[src/rtl/lyr1_mac_pkg.sv]
// Shared definitions for the two-neuron serial hidden layer: FSM state
// encoding and the accumulator sizing rule used by the per-neuron MAC.
package lyr1_mac_pkg;

  typedef enum logic [1:0] {
    ST_IDLE  = 2'd0,
    ST_ACC   = 2'd1,
    ST_FINAL = 2'd2,
    ST_OUT   = 2'd3
  } state_e;

  // Full product width plus growth for N_IN additions plus one spare bit,
  // so the running sum can never wrap.
  function automatic int acc_width(input int dw, input int n_in);
    return 2 * dw + $clog2(n_in) + 1;
  endfunction

endpackage

[src/rtl/lyr1_mac_unit.sv]
// One neuron: signed DW x DW multiply feeding an ACC_W accumulator with
// load/add enables, plus the bias / round-half-up / saturate / ReLU path
// that registers the neuron output when the controller asks to finalize.
module lyr1_mac_unit
  import lyr1_mac_pkg::*;
#(
  parameter int N_IN     = 4,
  parameter int DW       = 16,
  parameter int FRAC     = 8,
  parameter int ACT_RELU = 1
) (
  input  logic          clk,
  input  logic          rst,
  input  logic          load_i,
  input  logic          add_i,
  input  logic          fin_i,
  input  logic [DW-1:0] x_i,
  input  logic [DW-1:0] w_i,
  input  logic [DW-1:0] b_i,
  output logic [DW-1:0] d_o
);

  localparam int ACC_W = acc_width(DW, N_IN);
  // One extra bit so accumulator + shifted bias + rounding constant cannot wrap.
  localparam int S_W   = ACC_W + 1;

  localparam logic signed [S_W-1:0] RND_C = S_W'(1) << (FRAC - 1);
  localparam logic signed [S_W-1:0] MAX_C = S_W'({(DW-1){1'b1}});
  localparam logic signed [S_W-1:0] MIN_C = ~MAX_C;

  logic signed [2*DW-1:0]  x_ext_s;
  logic signed [2*DW-1:0]  w_ext_s;
  logic signed [2*DW-1:0]  prod_s;
  logic signed [ACC_W-1:0] prod_ext_s;
  logic signed [ACC_W-1:0] acc_q;
  logic signed [ACC_W-1:0] acc_d;
  logic signed [S_W-1:0]   acc_ext_s;
  logic signed [S_W-1:0]   bias_ext_s;
  logic signed [S_W-1:0]   bias_sh_s;
  logic signed [S_W-1:0]   sum_s;
  logic signed [S_W-1:0]   shr_s;
  logic        [DW-1:0]    sat_s;
  logic        [DW-1:0]    res_s;
  logic        [DW-1:0]    d_q;
  logic        [DW-1:0]    d_d;

  // Operands sign-extended to full product width; low 2*DW bits are exact.
  assign x_ext_s    = {{DW{x_i[DW-1]}}, x_i};
  assign w_ext_s    = {{DW{w_i[DW-1]}}, w_i};
  assign prod_s     = x_ext_s * w_ext_s;
  assign prod_ext_s = {{(ACC_W-2*DW){prod_s[2*DW-1]}}, prod_s};

  // Accumulator next state: first beat loads so no earlier sum can leak in.
  always_comb begin
    acc_d = acc_q;
    if (load_i) begin
      acc_d = prod_ext_s;
    end else if (add_i) begin
      acc_d = acc_q + prod_ext_s;
    end else begin
      acc_d = acc_q;
    end
  end

  assign acc_ext_s  = {{(S_W-ACC_W){acc_q[ACC_W-1]}}, acc_q};
  assign bias_ext_s = {{(S_W-DW){b_i[DW-1]}}, b_i};
  assign bias_sh_s  = bias_ext_s <<< FRAC;
  assign sum_s      = acc_ext_s + bias_sh_s + RND_C;
  assign shr_s      = sum_s >>> FRAC;

  // Finalize path: clamp to the output range, then optional ReLU.
  always_comb begin
    sat_s = shr_s[DW-1:0];
    if (shr_s > MAX_C) begin
      sat_s = MAX_C[DW-1:0];
    end else if (shr_s < MIN_C) begin
      sat_s = MIN_C[DW-1:0];
    end else begin
      sat_s = shr_s[DW-1:0];
    end
    res_s = sat_s;
    if ((ACT_RELU != 0) && sat_s[DW-1]) begin
      res_s = '0;
    end else begin
      res_s = sat_s;
    end
  end

  // Output register only updates in the finalize cycle, so it holds under backpressure.
  always_comb begin
    d_d = d_q;
    if (fin_i) begin
      d_d = res_s;
    end else begin
      d_d = d_q;
    end
  end

  // Accumulator and output registers with synchronous reset.
  always_ff @(posedge clk) begin
    if (rst) begin
      acc_q <= '0;
      d_q   <= '0;
    end else begin
      acc_q <= acc_d;
      d_q   <= d_d;
    end
  end

  assign d_o = d_q;

endmodule

[src/rtl/lyr1_mac.sv]
// Serial two-neuron hidden layer: accepts N_IN beats (activation plus one
// weight per neuron), accumulates both dot products, then presents the
// biased, rounded, saturated results on d1/d2 with a valid/ready handshake.
module lyr1_mac
  import lyr1_mac_pkg::*;
#(
  parameter int N_IN     = 4,
  parameter int DW       = 16,
  parameter int FRAC     = 8,
  parameter int ACT_RELU = 1
) (
  input  logic          clk,
  input  logic          rst,
  input  logic          in_valid,
  output logic          in_ready,
  input  logic [DW-1:0] in_data,
  input  logic [DW-1:0] in_w1,
  input  logic [DW-1:0] in_w2,
  input  logic [DW-1:0] b1,
  input  logic [DW-1:0] b2,
  output logic          out_valid,
  input  logic          out_ready,
  output logic [DW-1:0] d1,
  output logic [DW-1:0] d2
);

  localparam int              CNT_W    = $clog2(N_IN);
  localparam logic [CNT_W-1:0] CNT_LAST = CNT_W'(N_IN - 1);

  state_e             state_q;
  state_e             state_d;
  logic [CNT_W-1:0]   cnt_q;
  logic [CNT_W-1:0]   cnt_d;
  logic               out_valid_q;
  logic               out_valid_d;
  logic               beat_s;
  logic               load_s;
  logic               add_s;
  logic               fin_s;

  // Ready depends on state alone, never on in_valid.
  assign in_ready = (state_q == ST_IDLE) || (state_q == ST_ACC);
  assign beat_s   = in_valid && in_ready;

  // Next-state, beat counter and MAC control decode.
  always_comb begin
    state_d     = state_q;
    cnt_d       = cnt_q;
    out_valid_d = out_valid_q;
    load_s      = 1'b0;
    add_s       = 1'b0;
    fin_s       = 1'b0;
    case (state_q)
      ST_IDLE: begin
        if (beat_s) begin
          load_s  = 1'b1;
          cnt_d   = CNT_W'(1);
          state_d = ST_ACC;
        end else begin
          state_d = ST_IDLE;
        end
      end
      ST_ACC: begin
        if (beat_s) begin
          add_s = 1'b1;
          if (cnt_q == CNT_LAST) begin
            cnt_d   = '0;
            state_d = ST_FINAL;
          end else begin
            cnt_d   = cnt_q + CNT_W'(1);
            state_d = ST_ACC;
          end
        end else begin
          state_d = ST_ACC;
        end
      end
      ST_FINAL: begin
        fin_s       = 1'b1;
        out_valid_d = 1'b1;
        state_d     = ST_OUT;
      end
      ST_OUT: begin
        if (out_valid_q && out_ready) begin
          out_valid_d = 1'b0;
          state_d     = ST_IDLE;
        end else begin
          state_d = ST_OUT;
        end
      end
      default: begin
        out_valid_d = 1'b0;
        cnt_d       = '0;
        state_d     = ST_IDLE;
      end
    endcase
  end

  // Controller state registers with synchronous reset.
  always_ff @(posedge clk) begin
    if (rst) begin
      state_q     <= ST_IDLE;
      cnt_q       <= '0;
      out_valid_q <= 1'b0;
    end else begin
      state_q     <= state_d;
      cnt_q       <= cnt_d;
      out_valid_q <= out_valid_d;
    end
  end

  assign out_valid = out_valid_q;

  lyr1_mac_unit #(
    .N_IN(N_IN), .DW(DW), .FRAC(FRAC), .ACT_RELU(ACT_RELU)
  ) u_neuron1 (
    .clk(clk), .rst(rst), .load_i(load_s), .add_i(add_s), .fin_i(fin_s),
    .x_i(in_data), .w_i(in_w1), .b_i(b1), .d_o(d1)
  );

  lyr1_mac_unit #(
    .N_IN(N_IN), .DW(DW), .FRAC(FRAC), .ACT_RELU(ACT_RELU)
  ) u_neuron2 (
    .clk(clk), .rst(rst), .load_i(load_s), .add_i(add_s), .fin_i(fin_s),
    .x_i(in_data), .w_i(in_w2), .b_i(b2), .d_o(d2)
  );

endmodule

[config.mk]
export PLATFORM = sky130hd
export DESIGN_NAME = lyr1_mac
export DESIGN_NICKNAME = d
export VERILOG_FILES = /design/src/rtl/lyr1_mac_pkg.sv /design/src/rtl/lyr1_mac_unit.sv /design/src/rtl/lyr1_mac.sv
export SDC_FILE = /design/constraint.sdc
export NUM_CORES = 2
export LEC_CHECK = 0
export CORE_ASPECT_RATIO = 1.5
export CORE_UTILIZATION = 45
export CTS_BUF_LIST = sky130_fd_sc_hd__clkbuf_16
export DETAILED_ROUTE_END_ITERATION = 16
export PLACE_DENSITY = 0.66
export REMOVE_ABC_BUFFERS = 1
export SLEW_MARGIN = 20
export SYNTH_ARGS = -nofsm -noshare
export SYNTH_HDL_FRONTEND = slang
export SYNTH_SLANG_ARGS = --single-unit
[constraint.sdc]
create_clock -name clk -period 9.2 [get_ports clk]
set_clock_uncertainty 0.05 [all_clocks]
set_input_delay 1.38 -clock clk [delete_from_list [all_inputs] [get_ports clk]]
set_output_delay 1.38 -clock clk [all_outputs]
set_load 0.01 [all_outputs]
**Word level (Yosys, flattened, before mapping)**

Cells that the tools add are included.
Widths: inputs -> output; s select.

- Add/subtract/negate cells: 7
- Multipliers: 2
- Order comparisons: 4
- Eq/ne operators: 7
- Mux-type cells: 25
- Reduce and logical (&&, ||, !) cells: 9

Operators with widths:

| kind | number |
|---|---|
| $mux 35 | 4 |
| $add 35x24->36 | 2 |
| $add 36x9->36 const B | 2 |
| $add 35x32->35 | 2 |
| $mul 16x16->32 | 2 |
| $mux 16 | 4 |
| $gt 28x16->1 const B | 2 |
| $lt 28x16->1 const B | 2 |
| $mux 15 | 2 |
| $mux 2 | 6 |
| $pmux 2 s4 | 1 |
| $eq 2x2->1 const B | 3 |
| $mux 1 | 6 |
| $ne 2x2->1 const B | 3 |
| $reduce_bool 2->1 | 3 |
| $pmux 2 s2 | 1 |
| $reduce_and 3->1 | 1 |
| $add 2x1->2 const B | 1 |
| $eq 2x1->1 const B | 1 |
| $logic_and 1x1->1 | 2 |
| $logic_not 2->1 | 1 |
| $pmux 1 s2 | 1 |
| $reduce_and 2->1 | 1 |
| $logic_or 1x1->1 | 1 |

- Register bits after elaboration: 107
- Output and inout bits: 34
- Logic and storage cells: 61

**Depth between registers and ports, before layout**

- Word-level depth: 7
- Mapped depth: 35

**Hierarchy**

Synthesis repeated with hierarchy kept, for this count alone.

- Cell total of the unflattened synthesis: 3581
- Area, all modules: 30610.6 um^2

Modules (own cells, without submodules):

| module | times used | cells each | area each (um^2) | seq. area each (um^2) |
|---|---|---|---|---|
| lyr1_mac_unit (u_neuron1) | 1 | 1816 | 15418.5 | 1001.0 |
| lyr1_mac_unit (u_neuron2) | 1 | 1736 | 14945.6 | 1001.0 |
| lyr1_mac | 1 | 29 | 246.5 | 100.1 |

**Least setup slack after synthesis**

OpenSTA, ideal clock, no wires.

- Path kind: input to register
- Start point: in in_data[15]
- End point: reg u_neuron2.acc_q[34]
- Arrival: 8.759 ns
- Data required time: 9.076 ns
- Slack: 0.316 ns
- Stages: 31
- Buffers on the path: 2
- Path through: clkbuf_1 nand2_1 fa_1 inv_1 fa_1 fa_1 fa_1 fa_1 inv_1 fa_1 inv_1 ha_1 a21o_1 a211oi_1 nor2b_1 or3b_1 a31o_2 a211oi_1 nor2_1 ha_1 clkbuf_1 a21o_1 a21o_1 nor3_1 and3_1 nor3_1 and4_1 o31ai_1 and3_1 o21ai_0 a31oi_1

- Cells in the longest elaborated chain, start to end: 4

Ends and longest elaborated chain:

| what | line | text |
|---|---|---|
| start: declaration | lyr1_mac.sv:16 | `input logic [DW-1:0] in_data,` |
| $mul 16x16->32 * | lyr1_mac_unit.sv:50 | `assign prod_s = x_ext_s * w_ext_s;` |
| $add 35x32->35 | lyr1_mac_unit.sv:59 | `acc_d = acc_q + prod_ext_s;` |
| $mux 35 | lyr1_mac_unit.sv:58 | `end else if (add_i) begin` |
| $mux 35 * | lyr1_mac_unit.sv:56 | `if (load_i) begin` |
| end signal: assignment | lyr1_mac_unit.sv:102 | `acc_q <= '0;` |
| end signal: assignment | lyr1_mac_unit.sv:105 | `acc_q <= acc_d;` |
| end: declaration | lyr1_mac_unit.sv:35 | `logic signed [ACC_W-1:0] acc_q;` |

Mark *: on every way between the ends. The rest lies on a longest branch, timed or not. The select of a mux whose other input is x is not followed.
A chain may end at the register's enable or synchronous reset.

**Final worst setup path**

- Start point: in in_w1[2]
- End point: reg u_neuron1.acc_q[34]

- Cells in the longest elaborated chain, start to end: 4

Ends and longest elaborated chain:

| what | line | text |
|---|---|---|
| start: declaration | lyr1_mac.sv:17 | `input logic [DW-1:0] in_w1,` |
| $mul 16x16->32 * | lyr1_mac_unit.sv:50 |  |
| $add 35x32->35 | lyr1_mac_unit.sv:59 |  |
| $mux 35 | lyr1_mac_unit.sv:58 |  |
| $mux 35 * | lyr1_mac_unit.sv:56 |  |
| end signal: assignment | lyr1_mac_unit.sv:102 |  |
| end signal: assignment | lyr1_mac_unit.sv:105 |  |
| end: declaration | lyr1_mac_unit.sv:35 |  |

Marks and branches as above.

==> summary.txt <==
Synthesis
  – Cell count after synthesis: 3520
  – Register bit count reported by yosys: 105
  – Top-area cell type share of the netlist area: 35.06%
  – Primary FF master, synth: dfxtp_1
  – Number of flops mapped to enable cells by yosys: 0
  – Synth warnings: 0
  – Post-Syn Area: 30150 µm²
  – Leading area contributor after synthesis: fa_1
  – Seq/Total Area, Yosys: 6.972%
  – Async SR Flop Fraction: 0%
  – Top post-synthesis cells by area: fa_1 (35%), ha_1 (12%), inv_1 (7.8%)
  – Syn_area_per_cell: 8.565 µm²
  – Yosys cell types: 84

STA
  – Max-slew violations: 0
  – Final critical-path share of the clock period: 96.84%
  – Final hold slack: 0.4101 ns
  – Achievable Freq: 112.2 MHz
  – Final critical-path required period: 8.909 ns
  – Worst Tran Pin Value: 0.9944 ns
  – Final setup margin: around 0.29 ns
  – RSZ-0062 raised after global routing: true
  – Setup TNS: 0 ns
  – Slew headroom: 33.19%
  – Final hold vios: 0
  – Final setup vio count: 0

Drt
  – Final wirelength: 85670 µm
  – Starting DRT DRC Count: 1203
  – Wire per inst: 17.75 µm
  – Via count: roughly 26000
  – First-pass DRT Iterations: 5
  – Post-DRT Antenna Nets: 0
  – DRC: 0
  – Vias per Instance: 5.348

Layout
  – Layout area overhead: 21.63%
  – Fraction of layout cells with a size suffix above 1: 15.13%
  – Footprint of the multi-input gates: 25750 µm²
  – # fillers: 6066
  – Non-Filler Instances: 4825
  – Sequential Area: 2106 µm²
  – Post-layout nets: roughly 4800

Worst setup path
  – Worst r2r src: u_neuron1.acc_q[7]$_SDFFE_PP0P_
  – Crit path max fanout: 15
  – Most used cell, CP: fa_1
  – Worst Reg2Reg Path Length in Cells: 12
  – Slowest stage delay, CP: ~0.57 ns
  – WP data required: between 9 and 10 ns
  – Crit. Startpoint: in_w1[2]
  – Setup crit start kind: input pin
  – Critical path capture point type: register
  – Crit path arrival time: ~9 ns
  – Crit path kind: input pin to register
  – Slowest stage cell, crit path: fa_2

GRT
  – Vias in the first global route: 26512
  – Largest net degree at the start of global routing: 82
  – Gr ovfl total: 0
  – Total track usage: 24.61%
  – First-pass GRT wire length: about 130000 µm
  – Initial antenna violation count: 4

Clocking
  – H-tree Lvls: 3
  – CTS Buf Count: 9
  – CTS root buf: clkbuf_16
  – CTS tree: built
  – Clk sinks: 105
  – Hold buffers post-CTS: 0
  – Register clock-pin slew on the reported worst setup and hold paths: 0.07 ns
  – Clock latency on the worst-skew pair: roughly 0.38 ns
  – Clock tree buffer depth: 2

Floorplan
  – Die Y: 319.0 µm
  – Num ports: 118
  – Core footprint: 65900 µm²
  – DIE AREA: slightly below 70000 µm²
  – Die X: ~210 µm
  – Initial Utilization: 45.75%
  – FP Rows: ~120

Run status
  – Status: finished, final reports clean

Place
  – GPL Wtd Cong: 0.9019
  – IO buf count: around 120
  – HPWL Detailed: ~70000 µm
  – Inst Count DP: around 4800
  – DP Worst Slack: -0.6790 ns

Worst hold path
  – Hold depth: 2
  – HP Class: register to register
  – Min-delay src: u_neuron1.acc_q[2]$_SDFFE_PP0P_

Job
  – Max Cap Violations: 0
sequential cells by signal (all words and copies together) (netlist names):
signal	cells
cnt_q	2
u_neuron1.acc_q	35
u_neuron1.d_o	15
out_valid	1
state_q	2
u_neuron2.d_o	15
u_neuron2.acc_q	35
cell usage after synthesis (all sizes together) (21+ instances only):
master / count
nand2b: 39
nand3: 31
nand2: 362
dfxtp: 105
clkbuf: 130
xnor2: 111
nor2: 166
a21oi: 180
and2: 247
xor2: 43
o21ai: 94
o21a: 30
ha: 295
a21o: 81
nor3: 45
mux2i: 32
inv: 626
a211oi: 62
a31oi: 21
fa: 528
o21bai: 22
timing repair:
action,CTS,global route
setup buffers,2,19
resized for setup,25,174
pin swaps,7,78
cloned,0,13
setup endpoints to repair,10,20
area by class of cell:
class | count | area share (%)
antenna | 2 | 0.01365
clock buffer | 9 | 0.6142
clock inverter | 7 | 0.1911
inverter | 627 | 6.418
multi-input combinational | 2645 | 70.22
sequential | 105 | 5.742
tap | 877 | 2.992
timing repair buffer | 553 | 13.81
per-layer routing:
metal	share of wire (%)	GRT usage (%)	up-vias
met5	0.020	0	-
met1	39	29.05	12887
met4	4.6	9.794	2
met3	3.1	1.497	160
li1	-	-	12227
met2	53	45.66	526
metrics by stage:
step | cell area, µm² | utilization (%)
2_1_floorplan | 29600 | -
3_3_place_gp | 35200 | 53.41
3_5_place_dp | 35200 | 53.41
4_1_cts | 35600 | 54.02
5_1_grt | 36670 | 55.64
6_report | 36670 | 55.64
critical path, delay by kind of cell:
family / cells / cell delay, ns
muxes: 1 / 0.31
xor gates and xnor gates: 1 / 0.09
adders and majority gates: 8 / 3.55
buffers and inverters: 6 / 0.90
AOI/OAI and AO/OA: 14 / 2.43
and+or+nand+nor: 3 / 0.52
layout by cell type (no fill, tap or decap), drive strengths merged, types with 45 or more instances in the layout:
| cell type | n |
|---|---|
| inv | 629 |
| fa | 528 |
| buf | 429 |
| nand2 | 362 |
| ha | 295 |
| and2 | 247 |
| a21oi | 180 |
| nor2 | 166 |
| xnor2 | 111 |
| dfxtp | 105 |
| o21ai | 94 |
| a21o | 81 |
| clkdlybuf4s50 | 80 |
| a211oi | 62 |
| nor3 | 45 |
worst paths after layout:
path	end	slack, ns
min	u_neuron1.acc_q[2]$_SDFFE_PP0P_	0.41
max reg2reg	u_neuron1.d_o[0]$_SDFFE_PP0P_	4.81
min reg2reg	u_neuron1.acc_q[2]$_SDFFE_PP0P_	0.41
max	u_neuron1.acc_q[34]$_SDFFE_PP0P_	0.29
cell families (layout without fill, tap and decap cells):
logic type	count (synthesis)	in the layout	synth area share [%]
AOI/OAI and AO/OA	644	644	14.45
xor gates and xnor gates	154	154	4.474
adders and majority gates	823	823	47.30
buffers and inverters	771	1196	9.653
DFF	105	105	6.972
muxes	34	34	1.137
other	1	4	0.01244
and+or+nand+nor	988	988	16.00
Power is left out: the tool's default activity adds up to more than one toggle a clock period on the data nets, which glitch-free logic cannot reach.
